<file path="src/rtl/lsu_pkg.sv">
// Shared constants for the load/store unit: access-size encodings, FSM state codes
// and the default data-memory size.
package lsu_pkg;

  localparam int MEM_BYTES_DEFAULT = 8192;

  localparam logic [1:0] SZ_B = 2'd0;
  localparam logic [1:0] SZ_H = 2'd1;
  localparam logic [1:0] SZ_W = 2'd2;
  localparam logic [1:0] SZ_D = 2'd3;

  typedef logic [2:0] lsu_state_t;

  localparam lsu_state_t ST_IDLE    = 3'd0;
  localparam lsu_state_t ST_ISSUE   = 3'd1;
  localparam lsu_state_t ST_CAPTURE = 3'd2;
  localparam lsu_state_t ST_WRITE   = 3'd3;
  localparam lsu_state_t ST_RESP    = 3'd4;

endpackage

</file>
<file path="src/rtl/lsu_align.sv">
// Lane steering for the load/store unit: load extract with sign/zero extension,
// and byte merge of store data into a read doubleword.
module lsu_align
  import lsu_pkg::*;
#(
  parameter int XLEN = 64
) (
  input  logic [1:0]      size_i,
  input  logic            unsigned_i,
  input  logic [2:0]      offset_i,
  input  logic [XLEN-1:0] rdata_i,
  input  logic [XLEN-1:0] wdata_i,
  output logic [XLEN-1:0] load_data_o,
  output logic [XLEN-1:0] merge_data_o
);

  logic [XLEN-1:0] rd_shift;
  logic [XLEN-1:0] wd_shift;
  logic [7:0]      lanes;
  logic [7:0]      be;

  always_comb begin
    rd_shift = rdata_i >> {offset_i, 3'b000};
    wd_shift = wdata_i << {offset_i, 3'b000};
    load_data_o = rd_shift;
    lanes = 8'hFF;
    case (size_i)
      SZ_B: begin
        lanes = 8'h01;
        load_data_o = unsigned_i ? {{(XLEN-8){1'b0}}, rd_shift[7:0]}
                                 : {{(XLEN-8){rd_shift[7]}}, rd_shift[7:0]};
      end
      SZ_H: begin
        lanes = 8'h03;
        load_data_o = unsigned_i ? {{(XLEN-16){1'b0}}, rd_shift[15:0]}
                                 : {{(XLEN-16){rd_shift[15]}}, rd_shift[15:0]};
      end
      SZ_W: begin
        lanes = 8'h0F;
        load_data_o = unsigned_i ? {{(XLEN-32){1'b0}}, rd_shift[31:0]}
                                 : {{(XLEN-32){rd_shift[31]}}, rd_shift[31:0]};
      end
      default: begin
        lanes = 8'hFF;
        load_data_o = rd_shift;
      end
    endcase
    be = lanes << offset_i;
    for (int k = 0; k < 8; k++) begin
      merge_data_o[8*k +: 8] = be[k] ? wd_shift[8*k +: 8] : rdata_i[8*k +: 8];
    end
  end

endmodule

</file>
<file path="src/rtl/load_store_unit.sv">
// Data-memory initiator: turns load/store requests into doubleword accesses,
// with read-modify-write for partial stores. Optional LSU_PERF_CNT_EN adds counters.
module load_store_unit
  import lsu_pkg::*;
#(
  parameter int MEM_BYTES = MEM_BYTES_DEFAULT,
  parameter int XLEN      = 64
) (
  input  logic            clk,
  input  logic            reset,
  input  logic            req_valid,
  output logic            req_ready,
  input  logic            req_is_store,
  input  logic [1:0]      req_size,
  input  logic            req_unsigned,
  input  logic [XLEN-1:0] req_addr,
  input  logic [XLEN-1:0] req_wdata,
  output logic            resp_valid,
  output logic [XLEN-1:0] resp_rdata,
  output logic            resp_err,
  output logic [XLEN-1:0] mem_address,
  output logic [XLEN-1:0] mem_write_data,
  output logic            mem_write,
  output logic            mem_read,
  input  logic [XLEN-1:0] mem_read_data
`ifdef LSU_PERF_CNT_EN
  ,
  output logic [31:0]     perf_loads,
  output logic [31:0]     perf_stores,
  output logic [31:0]     perf_errors
`endif
);

  lsu_state_t      state_q, state_d;
  logic            is_store_q, unsigned_q, err_q;
  logic [1:0]      size_q;
  logic [XLEN-1:0] addr_q, wdata_q, data_q, rdata_q;
  logic [XLEN-1:0] load_data, merge_data;
  logic [XLEN:0]   end_addr;
  logic            misaligned, req_err, dbl_store;

  // End address is one bit wider so addresses near 2^XLEN cannot wrap into range.
  always_comb begin
    case (req_size)
      SZ_B:    misaligned = 1'b0;
      SZ_H:    misaligned = req_addr[0];
      SZ_W:    misaligned = |req_addr[1:0];
      default: misaligned = |req_addr[2:0];
    endcase
    end_addr = {1'b0, req_addr} + ((XLEN+1)'(1) << req_size);
    req_err  = misaligned || (end_addr > (XLEN+1)'(MEM_BYTES));
  end

  assign dbl_store = is_store_q && (size_q == SZ_D);

  always_comb begin
    state_d = state_q;
    case (state_q)
      ST_IDLE:    if (req_valid) state_d = req_err ? ST_RESP : ST_ISSUE;
      ST_ISSUE:   state_d = dbl_store ? ST_RESP : ST_CAPTURE;
      ST_CAPTURE: state_d = is_store_q ? ST_WRITE : ST_RESP;
      ST_WRITE:   state_d = ST_RESP;
      ST_RESP:    state_d = ST_IDLE;
      default:    state_d = ST_IDLE;
    endcase
  end

  lsu_align #(.XLEN(XLEN)) u_align (
    .size_i       (size_q),
    .unsigned_i   (unsigned_q),
    .offset_i     (addr_q[2:0]),
    .rdata_i      (mem_read_data),
    .wdata_i      (wdata_q),
    .load_data_o  (load_data),
    .merge_data_o (merge_data)
  );

  // rdata_q only changes on the edge entering RESP, so it holds between responses.
  always_ff @(posedge clk or posedge reset) begin
    if (reset) begin
      state_q    <= ST_IDLE;
      is_store_q <= 1'b0;
      unsigned_q <= 1'b0;
      err_q      <= 1'b0;
      size_q     <= SZ_B;
      addr_q     <= '0;
      wdata_q    <= '0;
      data_q     <= '0;
      rdata_q    <= '0;
    end else begin
      state_q <= state_d;
      case (state_q)
        ST_IDLE: begin
          if (req_valid) begin
            is_store_q <= req_is_store;
            unsigned_q <= req_unsigned;
            size_q     <= req_size;
            addr_q     <= req_addr;
            wdata_q    <= req_wdata;
            err_q      <= req_err;
            if (req_err) rdata_q <= '0;
          end
        end
        ST_ISSUE:   if (dbl_store) rdata_q <= '0;
        ST_CAPTURE: begin
          if (is_store_q) data_q  <= merge_data;
          else            rdata_q <= load_data;
        end
        ST_WRITE:   rdata_q <= '0;
        default:    ;
      endcase
    end
  end

  assign req_ready      = (state_q == ST_IDLE);
  assign resp_valid     = (state_q == ST_RESP);
  assign resp_err       = (state_q == ST_RESP) && err_q;
  assign resp_rdata     = rdata_q;
  assign mem_address    = {addr_q[XLEN-1:3], 3'b000};
  assign mem_read       = (state_q == ST_ISSUE) && !dbl_store;
  assign mem_write      = ((state_q == ST_ISSUE) && dbl_store) || (state_q == ST_WRITE);
  assign mem_write_data = !mem_write ? '0 : ((state_q == ST_WRITE) ? data_q : wdata_q);

`ifdef LSU_PERF_CNT_EN
  logic [31:0] perf_loads_q, perf_stores_q, perf_errors_q;

  always_ff @(posedge clk or posedge reset) begin
    if (reset) begin
      perf_loads_q  <= '0;
      perf_stores_q <= '0;
      perf_errors_q <= '0;
    end else if (state_q == ST_RESP) begin
      if (err_q)           perf_errors_q <= perf_errors_q + 32'd1;
      else if (is_store_q) perf_stores_q <= perf_stores_q + 32'd1;
      else                 perf_loads_q  <= perf_loads_q + 32'd1;
    end
  end

  assign perf_loads  = perf_loads_q;
  assign perf_stores = perf_stores_q;
  assign perf_errors = perf_errors_q;
`endif

endmodule
</file>
<file path="config.mk">
export PLATFORM = sky130hd
export DESIGN_NAME = load_store_unit
export DESIGN_NICKNAME = d
export VERILOG_FILES = /design/src/rtl/lsu_pkg.sv /design/src/rtl/lsu_align.sv /design/src/rtl/load_store_unit.sv
export SDC_FILE = /design/constraint.sdc
export NUM_CORES = 1
export LEC_CHECK = 0
export ABC_AREA = 1
export CORE_ASPECT_RATIO = 0.8
export CORE_MARGIN = 3
export CORE_UTILIZATION = 30
export CTS_CLUSTER_SIZE = 30
export DETAILED_ROUTE_END_ITERATION = 8
export PLACE_DENSITY = 0.5
export SYNTH_ARGS = -nofsm -noshare
export SYNTH_HDL_FRONTEND = slang
export SYNTH_SLANG_ARGS = --single-unit
</file>
<file path="constraint.sdc">
create_clock -name clk -period 10.95 [get_ports clk]
set_input_delay 1.6425 -clock clk [delete_from_list [all_inputs] [get_ports clk]]
set_output_delay 1.6425 -clock clk [all_outputs]
set_load 0.01 [all_outputs]
</file>
# Word-level counts from Yosys, hierarchy flattened
# Cells that the tools add are included.
# totals
reg_bits	264
input_bits	199
# op_classes
addsub	1
magnitude_cmp	1
n_eq_ne	13
shifts	4
n_mux	26
reduce_logical	16
# op_table
cell	count
$mux 64	9
$pmux 64 s4	1
$pmux 64 s3	1
$add 64x65->65	1
$gt 65x14->1 const B	1
$shl 1x2->65 const A	1
$mux 8	8
$shl 64x6->64	1
$shr 64x6->64	1
$pmux 8 s3	1
$mux 3	4
$pmux 3 s4	1
$shl 8x3->8	1
$eq 2x2->1 const B	3
$eq 3x2->1 const B	2
$ne 2x2->1 const B	3
$reduce_and 5->1	1
$eq 2x1->1 const B	2
$logic_and 1x1->1	4
$logic_not 2->1	2
$reduce_and 2->1	2
$reduce_bool 4->1	1
$eq 3x1->1 const B	1
$eq 3x3->1 const B	1
7 further kinds	8

# Depth between registers and ports, before layout
# depth
depth_word	7
mapped_depth	25
mapped_depth_nobuf	23

# Cells and area by module
# From an unflattened synthesis, not the netlist that was laid out.
# unflattened
cells_unflattened	3185
area_unflattened_um2	19494.9
# by_module_without_submodules
mod	instances	cells_each	area_per_inst_um2	seq_area_each_um2
load_store_unit	1	2183	14933.1	6606.3
lsu_align	1	1002	4561.9	0.0

# Worst setup path before layout
# Ideal clock, no wire load.
# synth_path
kind	input port to flip-flop
start	input port req_size[0]
end	register rdata_q[10], in the netlist resp_rdata[10]
setup_ns	0.117
arrival_ns	4.079
t_required_ns	10.833
slack_ns	6.754
path_stages	21
path_buffers	2
path_cell_list	nor2_1 ha_1 inv_1 fa_1 inv_1 nand2_1 nand2_1 nand2_1 nor2_4 nand2_1 nor2_2 xor2_1 nand3_1 nor2_1 nand3_1 nand2_1 nand3_2 buf_2 buf_6 nand3_1 nand2_1
# synth_between
elab_chain_len	6
word_cells_on_any_way	10
cone_classes	add/sub (1); order compare (1); eq/ne (3); shift (1); mux (1); reduce/logical (3)
# synth_lines
item	line	text
start: declaration	load_store_unit.sv:14	input logic [1:0] req_size,
$shl 1x2->65	load_store_unit.sv:50	end_addr = {1'b0, req_addr} + ((XLEN+1)'(1) << req_size);
$add 64x65->65	load_store_unit.sv:50	
$gt 65x14->1	load_store_unit.sv:51	req_err = misaligned || (end_addr > (XLEN+1)'(MEM_BYTES));
$logic_or 1x1->1 *	load_store_unit.sv:51	
$ne 2x1->1 (no source line) *	--	
$reduce_and 5->1 (no source line) *	--	
end signal: assignment	load_store_unit.sv:107	else rdata_q <= load_data;
end: declaration	load_store_unit.sv:37	logic [XLEN-1:0] addr_q, wdata_q, data_q, rdata_q;
# Mark *: on every way between the ends. The rest lies on a longest branch, timed or not.
# A chain may end at the register's enable or synchronous reset.

# Final worst setup path
# layout_path
start	input port req_size[1]
end	register rdata_q[56], in the netlist resp_rdata[56]
# Same word-level chain as after synthesis.

==> run_results.csv <==
group,metric,value,unit
outcome,status,"complete, no violations",
setup_path,required,11390,ps
clock_network,cts-resized-gates,0,
grt,grt_max_degree,117,
clock_network,cts.path.max_buffers,3,
job,cap_violations,0,
layout,fin_area,23810,um2
timing,tightest_slew,1247,ps
timing,finalHoldViolCount,0,
setup_path,cp-end-kind,"flip-flop",
route,ant_nets,0,
timing,relSlewSlack,16.57,%
setup_path,critPathSlowestCell,"nand2_2",
die,core_area,61420,um2
layout,syn2layout_area_growth,27.43,%
logic_synthesis,yosysSeqAreaShare,35.35,%
grt,track_usage,27.78,%
timing,rsz0062_at_grt,"false",
timing,setup_viol,0,
die,rows,81,
logic_synthesis,synthArstFlopShare,100.0,%
layout,num-fill-cells,6700,
layout,ff_latch_area,6613,um2
logic_synthesis,synth_top_area_share,35.35,%
die,io_pins,396,
layout,final_cell_mix,"nand2_1, clkdlybuf4s50_1, o21ai_0, inv_1, dfrtp_1",
clock_network,cts-root-buf,"clkbuf_16",
route,routed_wl,93310,um
pwr,power.leakage,11.62,nW
logic_synthesis,synth_warnings,0,
setup_path,critical_path_class,"input port to flip-flop",
die,die_h,229.2,um
logic_synthesis,avgSynthCellArea,6.354,um2
layout,drive_gt1_share,4.209,%
clock_network,htreeDepth,2,
placed_design,portBuffers,392,
placed_design,placed_area,22660,um2
setup_path,slowest_delay,860,ps
clock_network,cts.sinks,264,
clock_network,clkTransAtPathRegs,70,ps
setup_path,critical_path_arrival,6270,ps
logic_synthesis,synth_cells,2941,
logic_synthesis,ys_top_cells_by_area,"dfrtp_1, nand2_1, o21ai_0",
layout,nets,3367,
clock_network,clk_latency,560,ps
timing,hold_ws,472.7,ps
route,dr.pass1.iters,6,
layout,multiInputGateArea,9769,um2
pwr,powerDensity,132.8,nW/um2
placed_design,place.gp.congestion,0.9785,
clock_network,ctsHoldBuffers,0,
timing,fmax,171.7,MHz
die,die_w,285.0,um
hold_path,hp-class,"flip-flop to flip-flop",
placed_design,dp_hpwl,72250,um
timing,skew,29.21,ps
pwr,p_total,3.162,mW
logic_synthesis,ys_types,46,
timing,maxSlewViolCount,0,
timing,min_period,5824,ps
route,viasPerCell,5.144,
route,dr.first_iter.drc_count,2206,
logic_synthesis,synth_ff_type,"dfrtp_1",
setup_path,critPathMostFrequentCell,"nand2_1",
grt,grt_pass1_wl,136200,um
die,die_area,65340,um2
grt,grt_pass1_vias,20014,
grt,antenna_found_initial,3,
logic_synthesis,synth_top_area_cell,"dfrtp_1",
logic_synthesis,netlist_area,18690,um2
placed_design,dp_cells,3957,
pwr,ir_drop,0.00009903,V
clock_network,cts_setup_buffers,0,
setup_path,cp-start-kind,"input port",
timing,min_period_over_period,53.19,%
layout,finalNonFillerCells,4017,
setup_path,path_cells,"clkdlybuf4s50_1, nor2_1, ha_1, inv_1, fa_1, inv_1, nand2_1, nand2_1, nand3_1, nor2_2, nand3_1, xor2_1, nand2_1, nor2_1, nand3_1, nor2_2, nand3_2, buf_4, nand2_2, nand2_1, nand2_1",
logic_synthesis,ys_ff_latch,264,
route,via_count,20664,
layout,final_common_cell,"nand2_1",
timing,fin_tns_setup,0,ps
die,initial_core_util,30.43,%
route,wl_per_cell,23.23,um
setup_path,crit_fanout,66,
clock_network,numCtsBuffers,34,
route,post-route-drc-count,0,
clock_network,cts_tree,"done",
logic_synthesis,synth_edf_count,0,
grt,grt_overflow,0,
[state kept, by name, indices dropped and copies added (netlist names)]
| register | cells |
|---|---|
| is_store_q | 1 |
| unsigned_q | 1 |
| err_q | 1 |
| addr_q | 64 |
| data_q | 64 |
| resp_rdata | 64 |
| size_q | 2 |
| state_q | 3 |
| wdata_q | 64 |
[cell families (layout without fill, tap and decap cells)]
group	Yosys count	in the layout	synth area share [%]
AND/OR/NAND/NOR	1551	1551	33.26
AO/OA/AOI/OAI	535	535	15.67
buffers and inverters	534	775	12.63
flip-flops	264	264	35.35
multiplexers	33	33	1.848
XOR/XNOR	18	18	0.8436
adder cells (fa/ha/maj)	5	5	0.3750
other	1	6	0.02007
[per-stage QoR]
step	setup slack [ps]	utilization, %
6_report	5126	38.77
3_5_place_dp	4623	36.89
5_1_grt	4663	38.76
4_1_cts	5213	38.76
3_3_place_gp	4696	36.89
2_1_floorplan	2039	-
[area by class of cell]
class	instances	share of cell area, %
multi-input combinational	2145	41.03
sequential	264	27.77
clock buffer	43	3.883
antenna	3	0.03153
timing repair buffer	414	17.17
inverter	304	4.829
clock inverter	14	0.9300
tap	830	4.361
[layer usage]
layer,global-route usage (%),part of all wire [%]
met5,0,0.025
met4,7.001,2.4
met3,4.438,7.8
met2,41.41,43
met1,41.59,47
[synth_stat cells (19+ instances only)]
cell type,n
inv_1,297
nor3_1,20
a21oi_1,99
mux2i_1,21
nand3_1,137
nor2_1,254
o21ai_0,329
buf_4,64
dfrtp_1,264
clkbuf_1,123
o22ai_1,19
nand4_1,21
buf_1,23
nand2_1,1081
[critical path, delay by kind of cell]
kind / cells / cell delay [ps]
simple gates: 14 / 2600
buf+inv: 4 / 1180
fa+ha+maj: 2 / 580
xor+xnor: 1 / 220
[power breakdown]
| group | switching (mW) | internal, mW | total (mW) | leakage (nW) |
|---|---|---|---|---|
| clock network | 0.478 | 0.718 | 1.20 | 0.552 |
| logic | 0.552 | 0.275 | 0.827 | 7.87 |
| registers | 0.0995 | 1.04 | 1.14 | 3.19 |
| total | 1.13 | 2.03 | 3.16 | 11.6 |
[worst paths after layout]
check / start / end / slack, ps / depth (start not counted)
worst max-delay path: req_size[1] / resp_rdata[56] / 5130 / 21
worst min-delay path: resp_rdata[61] / resp_rdata[61] / 470 / 2
worst max register to register: state_q[1] / resp_rdata[56] / 6340 / 13
worst min register to register: resp_rdata[61] / resp_rdata[61] / 470 / 2
max in group asynchronous: reset / resp_rdata[48] / 7660 / 3
min in group asynchronous: reset / addr_q[5] / 1670 / 2
(Power assumes the default switching activity.)
